==> config.mk <==
export PLATFORM = sky130hd
export DESIGN_NAME = red_sched
export DESIGN_NICKNAME = d
export VERILOG_FILES = /design/src/rtl/red_sched.sv
export SDC_FILE = /design/constraint.sdc
export NUM_CORES = 1
export LEC_CHECK = 0
export ABC_AREA = 1
export CORE_UTILIZATION = 30
export DETAILED_ROUTE_END_ITERATION = 8
export PLACE_DENSITY = 0.66
export RECOVER_POWER = 25
export SETUP_SLACK_MARGIN = 0.2
export SLEW_MARGIN = 25
export SYNTH_ARGS = -nofsm -noshare
export SYNTH_HDL_FRONTEND = slang
export SYNTH_SLANG_ARGS = --single-unit
==> constraint.sdc <==
create_clock -name clk -period 1.75 [get_ports clk]
set_input_delay 0.2625 -clock clk [delete_from_list [all_inputs] [get_ports clk]]
set_output_delay 0.2625 -clock clk [all_outputs]
set_load 0.03 [all_outputs]
==> src/rtl/red_sched.sv <==
// Round-robin front end for a shared polynomial reduction stage: it grants one of
// two requesters, holds its operands on the stage, waits out the latency and returns the result.
module red_sched #(
  parameter int W   = 8,
  parameter int LAT = 1
) (
  input  logic           clk,
  input  logic           reset,
  input  logic           req0_valid,
  output logic           req0_ready,
  input  logic [9*W-1:0] req0_data,
  input  logic           req1_valid,
  output logic           req1_ready,
  input  logic [9*W-1:0] req1_data,
  output logic [9*W-1:0] stg_s,
  input  logic [5*W-1:0] stg_c,
  output logic           rsp_valid,
  input  logic           rsp_ready,
  output logic           rsp_id,
  output logic [5*W-1:0] rsp_data,
  output logic           busy
);

  typedef enum logic [1:0] {IDLE, WAIT, RESP} state_t;

  localparam logic [3:0] LAT_CNT = 4'(LAT);

  state_t         state_reg;
  logic [3:0]     cnt_reg;
  logic           last_grant_reg;
  logic [9*W-1:0] op_reg;
  logic           gnt0, gnt1;

  // On a tie the requester that did not win last time gets the grant.
  always_comb begin
    gnt0 = req0_valid && (!req1_valid || last_grant_reg);
    gnt1 = req1_valid && (!req0_valid || !last_grant_reg);
  end

  // Ready is gated by reset so nothing looks accepted while reset is held.
  assign req0_ready = reset && (state_reg == IDLE) && gnt0;
  assign req1_ready = reset && (state_reg == IDLE) && gnt1;
  assign busy       = (state_reg != IDLE);
  assign stg_s      = op_reg;

  always_ff @(posedge clk or negedge reset) begin
    if (!reset) begin
      state_reg      <= IDLE;
      cnt_reg        <= '0;
      last_grant_reg <= 1'b1;
      op_reg         <= '0;
      rsp_data       <= '0;
      rsp_id         <= 1'b0;
      rsp_valid      <= 1'b0;
    end else begin
      case (state_reg)
        IDLE: begin
          if (gnt0 || gnt1) begin
            op_reg         <= gnt1 ? req1_data : req0_data;
            rsp_id         <= gnt1;
            last_grant_reg <= gnt1;
            cnt_reg        <= LAT_CNT;
            state_reg      <= WAIT;
          end
        end
        WAIT: begin
          if (cnt_reg != 4'd0) begin
            cnt_reg <= cnt_reg - 4'd1;
          end else begin
            rsp_data  <= stg_c;
            rsp_valid <= 1'b1;
            state_reg <= RESP;
          end
        end
        RESP: begin
          if (rsp_ready) begin
            rsp_valid <= 1'b0;
            state_reg <= IDLE;
          end
        end
        default: state_reg <= IDLE;
      endcase
    end
  end

endmodule

; ---- Word level (Yosys, flattened, before mapping)
; Index checks and enable logic that the tools add are counted.
[op_classes]
bitwise_logic = 1
addsub = 1
n_eq_ne = 6
reduce_logical = 21
n_mux = 11
[ops]
columns = op, n
row1 = 72-bit two-way mux, 1
row2 = 3-bit AND reduction, 3
row3 = 4-bit two-way mux, 2
row4 = 4-bit case mux with 2 select lines, 1
row5 = 2-bit two-way mux, 3
row6 = "2-bit != test, second input constant", 3
row7 = 2-bit case mux with 3 select lines, 1
row8 = 2-bit nonzero test, 3
row9 = 1-bit logical AND, 5
row10 = 2-bit AND reduction, 2
row11 = 4-bit nonzero test, 1
row12 = "4-bit by 1-bit subtractor with 4-bit output, second input constant", 1
row13 = 1-bit zero test, 3
row14 = 1-bit logical OR, 3
row15 = "2-bit by 1-bit == test with 1-bit output, second input constant", 1
row16 = "2-bit == test, second input constant", 1
row17 = 2-bit zero test, 1
row18 = 1-bit two-way mux, 2
row19 = "2-bit by 1-bit != test with 1-bit output, second input constant", 1
row20 = 1-bit case mux with 2 select lines, 1
row21 = 1-bit NOT, 1
[totals]
input_bits = 189
word_cells = 47
reg_bits = 121

; ---- Depth between registers and ports, before layout
[logic_depth]
word_depth = 6
ltp_mapped = 8

; ---- Worst setup path after synthesis
; OpenSTA, ideal clock, no wires.
[synth_path]
path_type = reg2out
start = register state_reg[0]
end = output req0_ready
arrival_time_ns = 1.466
setup_slack_ns = 0.021
path_stages_with_launch = 4
n_path_buf = 0
path_cell_list = dfrtp_1 > inv_1 > nand2_1 > nor3_1
[synth_between]
elab_chain_cells = 3
[synth_rtl]
columns = element, line
row1 = from (decl), 28  ; state_t state_reg;
row2 = from (signal assigned), 48  ; state_reg <= IDLE;
row3 = from (signal assigned), 63  ; state_reg <= WAIT;
row4 = from (signal assigned), 72  ; state_reg <= RESP;
row5 = 2-bit zero test, 41  ; assign req0_ready = reset && (state_reg == IDLE) && gnt0;
row6 = 1-bit logical AND (2 in a row), 41
row7 = to (decl), 10  ; output logic req0_ready,
; Every way passes these cells.

; ---- Worst setup path after layout
[layout_path]
start = register state_reg[0]
end = output req1_ready
[layout_between]
elab_chain_cells = 3
[layout_rtl]
columns = element, line
row1 = 2-bit zero test, 42  ; assign req1_ready = reset && (state_reg == IDLE) && gnt1;
row2 = 1-bit logical AND (2 in a row), 42
row3 = to (decl), 13  ; output logic req1_ready,
; Every way passes these cells.

==> impl_metrics.tcl <==
set metrics [dict create \
    finalCriticalPeriod_ns 1.65 \
    final_net_count 1123 \
    routed_wl_mm 18.9 \
    drive_gt1_share_pct 8.15 \
    ant_nets 0 \
    power_switching_mw 7.64 \
    antenna_found_initial 1 \
    grtUsageTotal_pct 19.1 \
    drt-pass1-iter-count 5 \
    p_seq_share_pct 28.2 \
    start_util_pct 30.8 \
    yosys_warnings 0 \
    ys_ff_latch 121 \
    pre_cts_slack_ns 0.0268 \
    maxSlewViolCount 122 \
    reg2reg_setup_slack_ns 0.18 \
    io-pin-count 306 \
    clockPowerShare_pct 21.4 \
    worst_slew_pin_slew_ns 1.60 \
    max_clock_freq_mhz 606 \
    syn_area_um2 5340 \
    syn-instance-count 629 \
    wl_per_cell_um 16.1 \
    min_path_type "primary input to register" \
    drv_cap 1 \
    grt_setup_unrepaired "yes" \
    dieArea_um2 18300 \
    hold_viol 0 \
    finalCritPeriodShare_pct 94.3 \
    drcViolationCount 0 \
    fp.dieW_um 135 \
    whs_ns 0.197 \
    dpl.cell_count 1128 \
    switching_share_pct 43.9 \
    largest_reg_flops 72 \
    cts_buffers 17 \
    gp_congestion 0.809 \
    rows 48 \
    overflow 0 \
    vias_per_cell 4.67 \
    dp_hpwl_mm 12.7 \
    multi_input_area_um2 1990 \
    die_y_um 135 \
    cts.sinks 121 \
    finalWorstSetupSlack_ns 0.0996 \
    syn_to_final_growth_pct 75.7 \
    violations "capacitance limit, slew limit" \
    fin_cells 1171 \
    cts_tree "done" \
    io_buffers 305 \
    worst_setup_path_end_kind "primary output" \
    cp.required_ns 1.49 \
    grt_max_degree 122 \
    cts-hold-fix-buffers 0 \
    p_comb_share_pct 50.4 \
    critPathArrivalTime_ns 1.39 \
    p_per_area_nw_per_um2 1850 \
    setup_tns_ns 0 \
    skew_ns 0.00612 \
    maxSlewHeadroom_pct -6.36 \
    start_kind "register" \
    setup_viol 0 \
    grt_pass1_wl_mm 26.8 \
    mostFrequentLayoutCells "clkdlybuf4s50_1 (186), nand2_1 (130), dfrtp_1 (120)" \
    status "finished with violations" \
    ys_seq_area_share_pct 56.7 \
    nFillCells 1608 \
    drt_iter0_markers 194 \
    clockRootBuffer "clkbuf_16" \
    crit_fanout 3 \
    regArea_um2 3030 \
    avgSynthCellArea_um2 8.49 \
    insertion_delay_ns 0.41 \
    clk_path_buf_depth 2 \
    synth_fp_nets 820 \
    ir_drop_v 0.00103 \
    grt_pass1_vias 4976 \
    layout_commonest_cell "clkdlybuf4s50_1" \
    path_clk_slew_ns 0.05 \
    core-area_um2 17400 \
    crit_type "register to primary output" \
    htreeDepth 4 \
    internal_power_mw 9.76 \
    synth.distinct_cells 20 \
    vias 5464 \
    p_leak_nw 4.31 \
]
[Yosys cell counts]
library cell	instances	area, um2
nand2_1	134	503
dfrtp_1	120	3000
nor2_1	79	297
nand3_1	76	380
a31oi_1	72	450
inv_1	48	180
o21ai_0	41	205
buf_2	27	135
clkbuf_1	16	60.1
buf_1	3	11.3
o21ai_1	3	15.0
ha_1	2	25.0
a21oi_1	1	5.00
dfstp_2	1	26.3
inv_2	1	3.75
nand3_2	1	10.0
nor2_4	1	11.3
nor3_1	1	5.00
o31ai_1	1	7.51
xnor2_1	1	8.76
[power by group through the flow]
stage                     clock network (mW)  registers (mW)  logic (mW)
final                                   3.73            4.90        8.77
after detailed placement                   0            4.98        9.31
after global routing                    3.92            5.08        9.41
after global placement                     0            4.95        9.22
after floorplan                            0            7.53        2.62
after CTS                               3.78            4.91        8.56
[per-layer routing]
metal  track usage [%]  part of all wire, %  routed length, um
met5                 0                    0                  0
met4              8.99                  3.1                586
met3              4.90                  5.9               1110
met2              31.0                   48               9140
met1              23.7                   43               8030
[per-stage QoR]
stage	utilization [%]	area [um2]	power, mW
floorplan	-	5350	10.1
global placement	50.1	8700	14.2
detailed placement	50.1	8700	14.3
CTS	53.4	9270	17.2
global route	54.1	9390	18.4
finish	54.1	9390	17.4
[timing repair]
action | CTS | global route
setup endpoints to repair | 117 | 112
pin swaps | 3 | 1
cloned | 0 | 5
setup buffers | 5 | 0
gates resized for setup | 124 | 9
[final timing paths]
check | endpoint | cells after the start | start
worst max register to register | stg_s[33]$_DFFE_PN0P_ | 7 | last_grant_reg$_DFFE_PN1P_
worst min register to register | rsp_id$_DFFE_PN0P_ | 2 | rsp_id$_DFFE_PN0P_
worst max-delay path | req1_ready | 5 | state_reg[0]$_DFFE_PN0P_
worst min-delay path | last_grant_reg$_DFFE_PN1P_ | 3 | req1_valid
max in group asynchronous | stg_s[52]$_DFFE_PN0P_ | 2 | reset
min in group asynchronous | stg_s[8]$_DFFE_PN0P_ | 2 | reset
[worst max-delay path: stages (launching register included)]
cell	delay, ns
dfrtp_1	0.40
buf_4	0.15
nor2_4	0.11
nand3_4	0.10
nor2_4	0.09
buf_6	0.13
[cell type report]
| cell class | instances | area share, % |
|---|---|---|
| clock buffers | 22 | 5.27 |
| inverters | 49 | 1.96 |
| clock inverters | 10 | 1.49 |
| diodes | 1 | 0.0267 |
| repair buffers | 330 | 34.7 |
| flip-flops and latches | 121 | 32.3 |
| multi-input cells | 413 | 21.2 |
| well taps | 225 | 3.00 |
[cell families after synthesis]
family                   after synthesis  share of synthesized area, %
AND/OR/NAND/NOR                      292                          22.6
flip-flops                           121                          56.7
AO/OA/AOI/OAI                        118                          12.8
buffers and inverters                 95                          7.31
adder cells (fa/ha/maj)                2                         0.468
XOR/XNOR                               1                         0.164
No activity file was read; power rests on OpenSTA's default activity.
